==> src/rtl/vertex_scheduler_pkg.sv <==
// Shared types for the vertex scheduler: half-float vectors, raster points,
// FSM states and the f16 constants used as reset configuration.
package vertex_scheduler_pkg;

  typedef logic [15:0] f16;

  typedef struct packed {
    f16 x;
    f16 y;
  } vec2_f16;

  typedef struct packed {
    f16 x;
    f16 y;
    f16 z;
  } vec3_f16;

  typedef struct packed {
    logic signed [12:0] x;
    logic signed [12:0] y;
    logic signed [12:0] z;
  } vec3_i13;

  typedef enum logic [2:0] {
    IDLE,
    CONFIG,
    ISSUE,
    DRAIN,
    DONE
  } state_e;

  localparam f16 F16_ONE         = 16'h3C00;
  localparam f16 F16_TWO         = 16'h4000;
  localparam f16 F16_FIVE_TWELVE = 16'h6000;

endpackage

==> src/rtl/vertex_scheduler_fetch_delay.sv <==
// Tracks outstanding vertex-memory reads: a valid shift register marks the
// cycle the memory data arrives, and the data is forwarded only in that cycle.
module vertex_fetch_delay #(
  parameter int RD_LATENCY = 2,
  parameter int W          = 48
) (
  input  logic         clk,
  input  logic         rst,
  input  logic         in_valid,
  input  logic [W-1:0] in_data,
  output logic         out_valid,
  output logic [W-1:0] out_data,
  output logic         pending
);

  logic [RD_LATENCY-1:0] vld_q, vld_d;

  always_comb begin
    vld_d = (vld_q << 1) | RD_LATENCY'(in_valid);
  end

  always_ff @(posedge clk or negedge rst) begin
    if (!rst) begin
      vld_q <= '0;
    end else begin
      vld_q <= vld_d;
    end
  end

  // Memory data is only meaningful in the arrival cycle; zero it otherwise.
  assign out_valid = vld_q[RD_LATENCY-1];
  assign out_data  = out_valid ? in_data : '0;
  assign pending   = |vld_q;

endmodule

==> src/rtl/vertex_scheduler.sv <==
// Batch vertex scheduler: fetches N vertices under an in-flight credit limit,
// feeds them to the projection pipeline and writes returned raster points in order.
module vertex_scheduler
  import vertex_scheduler_pkg::*;
#(
  parameter int MAX_INFLIGHT = 8,
  parameter int RD_LATENCY   = 2,
  parameter int ADDR_W       = 16
) (
  input  logic              clk,
  input  logic              rst,
  input  logic              start,
  input  logic [ADDR_W-1:0] vertex_count,
  input  logic              stall,
  input  f16                cfg_near_clip,
  input  vec2_f16           cfg_canvas,
  input  vec2_f16           cfg_image,
  output f16                cam_near_clip,
  output vec2_f16           canvas_dimensions,
  output vec2_f16           image_dimensions,
  output logic              vtx_rd_en,
  output logic [ADDR_W-1:0] vtx_rd_addr,
  input  vec3_f16           vtx_rd_data,
  output vec3_f16           vertex_3d,
  output logic              vertex_3d_valid,
  input  vec3_i13           rast_pt,
  input  logic              rast_pt_valid,
  output logic              out_wr_en,
  output logic [ADDR_W-1:0] out_wr_addr,
  output vec3_i13           out_wr_data,
  output logic              busy,
  output logic              done,
  output logic              error,
  output state_e            dbg_state
);

  localparam logic [ADDR_W-1:0] MAX_INF = ADDR_W'(MAX_INFLIGHT);
  localparam logic [ADDR_W-1:0] ONE_A   = ADDR_W'(1);

  state_e            state_q, state_d;
  logic [ADDR_W-1:0] n_q, n_d;
  logic [ADDR_W-1:0] issued_q, issued_d;
  logic [ADDR_W-1:0] returned_q, returned_d;
  logic [ADDR_W-1:0] inflight_q, inflight_d;
  logic              error_q, error_d;
  f16                near_q, near_d;
  vec2_f16           canvas_q, canvas_d;
  vec2_f16           image_q, image_d;

  logic issue, ret_ok, stray, fetch_pending;

  // Valid/ready contract: a read issues only with a free credit and no stall;
  // a return is always accepted, and one arriving with no credit out is a protocol error.
  always_comb begin
    issue  = (state_q == ISSUE) && (issued_q < n_q) && (inflight_q < MAX_INF) && !stall;
    ret_ok = rast_pt_valid && (inflight_q != '0);
    stray  = rast_pt_valid && (inflight_q == '0);
  end

  always_comb begin
    state_d    = state_q;
    n_d        = n_q;
    issued_d   = issued_q;
    returned_d = returned_q;
    inflight_d = inflight_q;
    error_d    = error_q;
    near_d     = near_q;
    canvas_d   = canvas_q;
    image_d    = image_q;

    case (state_q)
      IDLE: begin
        // Captured on the start edge so they are already stable during CONFIG.
        if (start) begin
          state_d  = CONFIG;
          n_d      = vertex_count;
          near_d   = cfg_near_clip;
          canvas_d = cfg_canvas;
          image_d  = cfg_image;
        end
      end
      CONFIG: begin
        state_d = (n_q == '0) ? DONE : ISSUE;
      end
      ISSUE: begin
        if (issue && (issued_q + ONE_A == n_q)) begin
          state_d = DRAIN;
        end
      end
      DRAIN: begin
        if ((inflight_q == '0) && !fetch_pending) begin
          state_d = DONE;
        end
      end
      DONE: begin
        state_d = IDLE;
      end
      default: begin
        state_d = IDLE;
      end
    endcase

    if (state_q == CONFIG) begin
      issued_d   = '0;
      returned_d = '0;
      inflight_d = '0;
      error_d    = 1'b0;
    end else begin
      issued_d   = issued_q + ADDR_W'(issue);
      returned_d = returned_q + ADDR_W'(ret_ok);
      inflight_d = inflight_q + ADDR_W'(issue) - ADDR_W'(ret_ok);
    end

    if (stray) begin
      error_d = 1'b1;
    end
  end

  always_ff @(posedge clk or negedge rst) begin
    if (!rst) begin
      state_q    <= IDLE;
      n_q        <= '0;
      issued_q   <= '0;
      returned_q <= '0;
      inflight_q <= '0;
      error_q    <= 1'b0;
      near_q     <= F16_ONE;
      canvas_q   <= '{x: F16_TWO, y: F16_TWO};
      image_q    <= '{x: F16_FIVE_TWELVE, y: F16_FIVE_TWELVE};
    end else begin
      state_q    <= state_d;
      n_q        <= n_d;
      issued_q   <= issued_d;
      returned_q <= returned_d;
      inflight_q <= inflight_d;
      error_q    <= error_d;
      near_q     <= near_d;
      canvas_q   <= canvas_d;
      image_q    <= image_d;
    end
  end

  vertex_fetch_delay #(
    .RD_LATENCY(RD_LATENCY),
    .W         ($bits(vec3_f16))
  ) u_fetch_delay (
    .clk      (clk),
    .rst      (rst),
    .in_valid (issue),
    .in_data  (vtx_rd_data),
    .out_valid(vertex_3d_valid),
    .out_data (vertex_3d),
    .pending  (fetch_pending)
  );

  assign vtx_rd_en         = issue;
  assign vtx_rd_addr       = issued_q;
  assign out_wr_en         = ret_ok;
  assign out_wr_addr       = returned_q;
  assign out_wr_data       = ret_ok ? rast_pt : '0;
  assign cam_near_clip     = near_q;
  assign canvas_dimensions = canvas_q;
  assign image_dimensions  = image_q;
  assign busy              = (state_q == CONFIG) || (state_q == ISSUE) || (state_q == DRAIN);
  assign done              = (state_q == DONE);
  assign error             = error_q;
  assign dbg_state         = state_q;

endmodule

==> config.mk <==
export PLATFORM = sky130hd
export DESIGN_NAME = vertex_scheduler
export DESIGN_NICKNAME = d
export VERILOG_FILES = /design/src/rtl/vertex_scheduler_pkg.sv /design/src/rtl/vertex_scheduler_fetch_delay.sv /design/src/rtl/vertex_scheduler.sv
export SDC_FILE = /design/constraint.sdc
export NUM_CORES = 1
export LEC_CHECK = 0
export ABC_AREA = 1
export CAP_MARGIN = 5
export CORE_ASPECT_RATIO = 1.4
export CORE_MARGIN = 3
export CORE_UTILIZATION = 35
export CTS_CLUSTER_SIZE = 10
export DETAILED_ROUTE_END_ITERATION = 10
export PLACE_DENSITY_LB_ADDON = 0.15
export SYNTH_ARGS = -nofsm -noshare
export SYNTH_HDL_FRONTEND = slang
export SYNTH_SLANG_ARGS = --single-unit
==> constraint.sdc <==
create_clock -name clk -period 3.43 [get_ports clk]
set_clock_uncertainty 0.1 [all_clocks]
set_input_delay 0.686 -clock clk [delete_from_list [all_inputs] [get_ports clk]]
set_output_delay 0.686 -clock clk [all_outputs]
set_load 0.02 [all_outputs]
==> reports/metrics.csv <==
metric;value;unit
outcome;complete, no violations;
drtIter0Drc;210;
drtPass1Iterations;4;
power_frac_seq;0.283;
fin_crit_sh;0.936;
synth-edff-count;0;
yosysTopAreaCellShare;0.417;
path_cells;inv_1 > ha_2 > nand4_1 > nor4b_2 > nor2_1 > ha_1 > inv_1 > ha_1 > fa_2 > nand2_1 > inv_1 > o21ai_1 > nand2_1 > nand2_1 > nand2_1 > a21o_1 > a21boi_2 > inv_1 > nor2_1 > nor2_1;
power_density;767;mW/mm^2
synthArstFlopShare;1.00;
grt_max_degree;70;
arrival;3.42;ns
port_buffers;395;
cp_slowest_stage_delay;0.40;ns
syn-cell-area;0.00841;sq mm
synthTopCellsByArea;dfrtp_1 (42%), mux2_2 (11%), inv_1 (8.3%);
cp-end-kind;flop;
chipWidth;137;microns
drive_gt1_frac;0.141;
via_count;8037;
syn_to_final_growth;63.9;%
grt_pass1_vias;8189;
yosysSeqAreaShare;0.448;
ys_warn_count;0;
cts_buffers;17;
antenna_found_initial;0;
synth.most_common_cell;inv_1;
fin_nets;1644;
nFillCells;2141;
grtUsageTotal;0.204;
die_area;0.0259;sq mm
diodes;0;
syn-num-nets;1210;
clk_latency;0.43;ns
cts-htree-levels;4;
cts_hold_buf;0;
drv_slew;0;
yosys.area.top_type;dfrtp_1;
synth_cells;976;
power;10.6;mW
clockBufferDepth;2;
leakage;7.12;nW
synth_cell_types;42;
grt_pass1_wl;41400;microns
ys_ff_latch;150;
io_pins;396;
viasPerCell;4.65;
hpwl;21200;microns
finalSetupViolations;0;
fp-row-count;66;
internal_power;6.41;mW
period_needed;3.21;ns
power_frac_comb;0.534;
clkSinkCount;150;
die_h;189;microns
cp_slowest_cell;dfrtp_1;
rsz0062_at_grt;yes;
overflow;0;
peakVddDrop;613;uV
remaining_drc_errors;0;
wl_per_cell;15.6;microns
whs;0.111;ns
cts_tree;yes;
synthFlopType;dfrtp_1;
tns;0;ns
place.gp.congestion;0.851;
hold_class;primary input to asynchronous set/reset pin;
switching_power;4.16;mW
tightest_slew;0.528;ns
wirelength;26900;microns
worstSetupStartpointType;flop;
path_max_fanout;2;
ant_nets;0;
slew_headroom;0.648;
start_util;0.359;
swShare;0.393;
yosys-top-cells-count;inv_1 (186), nand2_1 (146), dfrtp_1 (140), nor2_1 (117), mux2_2 (81);
critical_path_class;flop to flop;
clkSlewWorstSetupHoldPaths;0.07;ns
max-cap-violations;0;
p_clk_frac;0.183;
placeableCoreArea;0.0235;sq mm
max_freq;312;MHz
avgSynthCellArea;8.61;sq um
hold_viol;0;
root_buffer;clkbuf_16;
crit_required;3.64;ns
-- logic make-up (layout without fill, tap and decap cells) --
| group | after synthesis | count (layout) | synth area share |
|---|---|---|---|
| multiplexers | 81 | 81 | 0.108 |
| AND/OR/NAND/NOR | 349 | 349 | 0.181 |
| flip-flops | 150 | 150 | 0.448 |
| adder cells (fa/ha/maj) | 46 | 46 | 0.0693 |
| XOR/XNOR | 19 | 19 | 0.0198 |
| buffers and inverters | 217 | 664 | 0.0990 |
| AO/OA/AOI/OAI | 114 | 114 | 0.0744 |
-- what timing repair did --
action                     4_1_cts  5_1_grt
pin swaps                        1        1
setup buffers                    1        4
cloned                           0        0
gates resized for setup          7       50
setup endpoints to repair       50       46
-- metrics by stage --
step | cell area, sq um | setup WS (ns) | instances | utilization
after detailed placement | 13000 | -0.144 | 1692 | 0.554
after global routing | 13800 | -0.0260 | 1729 | 0.587
after floorplan | 8410 | 0.128 | 976 | -
after global placement | 13000 | -0.118 | 1692 | 0.554
final | 13800 | 0.220 | 1729 | 0.587
after CTS | 13600 | 0.0121 | 1725 | 0.581
-- worst paths after layout --
path,endpoint,slack [ns],cells after the start,startpoint
worst max-delay path,inflight_q[12]$_DFF_PN0_,0.22,20,inflight_q[7]$_DFF_PN0_
worst min-delay path,vtx_rd_addr[7]$_DFF_PN0_,0.11,1,rst
worst max register to register,inflight_q[12]$_DFF_PN0_,0.22,20,inflight_q[7]$_DFF_PN0_
worst min register to register,u_fetch_delay.vld_q[1]$_DFF_PN0_,0.27,0,u_fetch_delay.vld_q[0]$_DFF_PN0_
max in group asynchronous,cam_near_clip[11]$_DFFE_PN1P_,2.29,2,rst
min in group clk,u_fetch_delay.vld_q[1]$_DFF_PN0_,0.27,0,u_fetch_delay.vld_q[0]$_DFF_PN0_
-- area by class of cell --
| cell class | count | area (sq um) | share of cell area |
|---|---|---|---|
| clock buffers | 21 | 450 | 0.0327 |
| well taps | 306 | 383 | 0.0278 |
| inverters | 191 | 729 | 0.0529 |
| multi-input cells | 609 | 3860 | 0.281 |
| repair buffers | 441 | 4430 | 0.322 |
| clock inverters | 11 | 149 | 0.0108 |
| flip-flops and latches | 150 | 3770 | 0.273 |
-- worst max-delay path, delay by kind of cell, from the launching register on --
family | cells | cell delay, ns
AOI/OAI and AO/OA | 3 | 0.45
adders and majority gates | 4 | 1.02
buffers and inverters | 4 | 0.23
DFF | 1 | 0.40
and+or+nand+nor | 9 | 0.91
-- routing by layer --
| layer | up-vias | track usage | share of wire |
|---|---|---|---|
| li1 | 3952 | - | - |
| met4 | 0 | 0.0545 | 0.016 |
| met2 | 317 | 0.388 | 0.54 |
| met1 | 3738 | 0.198 | 0.34 |
| met3 | 30 | 0.0856 | 0.11 |
| met5 | - | 0 | 0 |
-- state kept, by name, indices dropped and copies added, names as in the netlist --
signal,count
canvas_dimensions,32
inflight_q,16
image_dimensions,32
error,1
vtx_rd_addr,16
out_wr_addr,16
cam_near_clip,16
u_fetch_delay.vld_q,2
n_q,16
dbg_state,3
-- cell usage in the layout (no fill, tap or decap), types with 13 or more instances in the layout --
cell and n:
nand3_1 26, a21oi_1 62, nand4_1 14, nor2_1 117, mux2_2 81, clkbuf_16 17
inv_1 186, nor3_1 13, clkdlybuf4s50_1 354, ha_1 44, o21ai_0 28, nand2_1 145
dlymetal6s2s_1 39, buf_4 43, dfrtp_1 140
-- power by group through the flow --
stage | Sequential [mW] | Clock [mW] | Combinational, mW
floorplan | 3.61 | 0 | 2.62
global placement | 2.99 | 0 | 5.56
detailed placement | 3.03 | 0 | 5.60
CTS | 3.01 | 1.99 | 5.64
global route | 3.10 | 2.05 | 6.24
finish | 2.99 | 1.93 | 5.65
(Power assumes the default switching activity.)
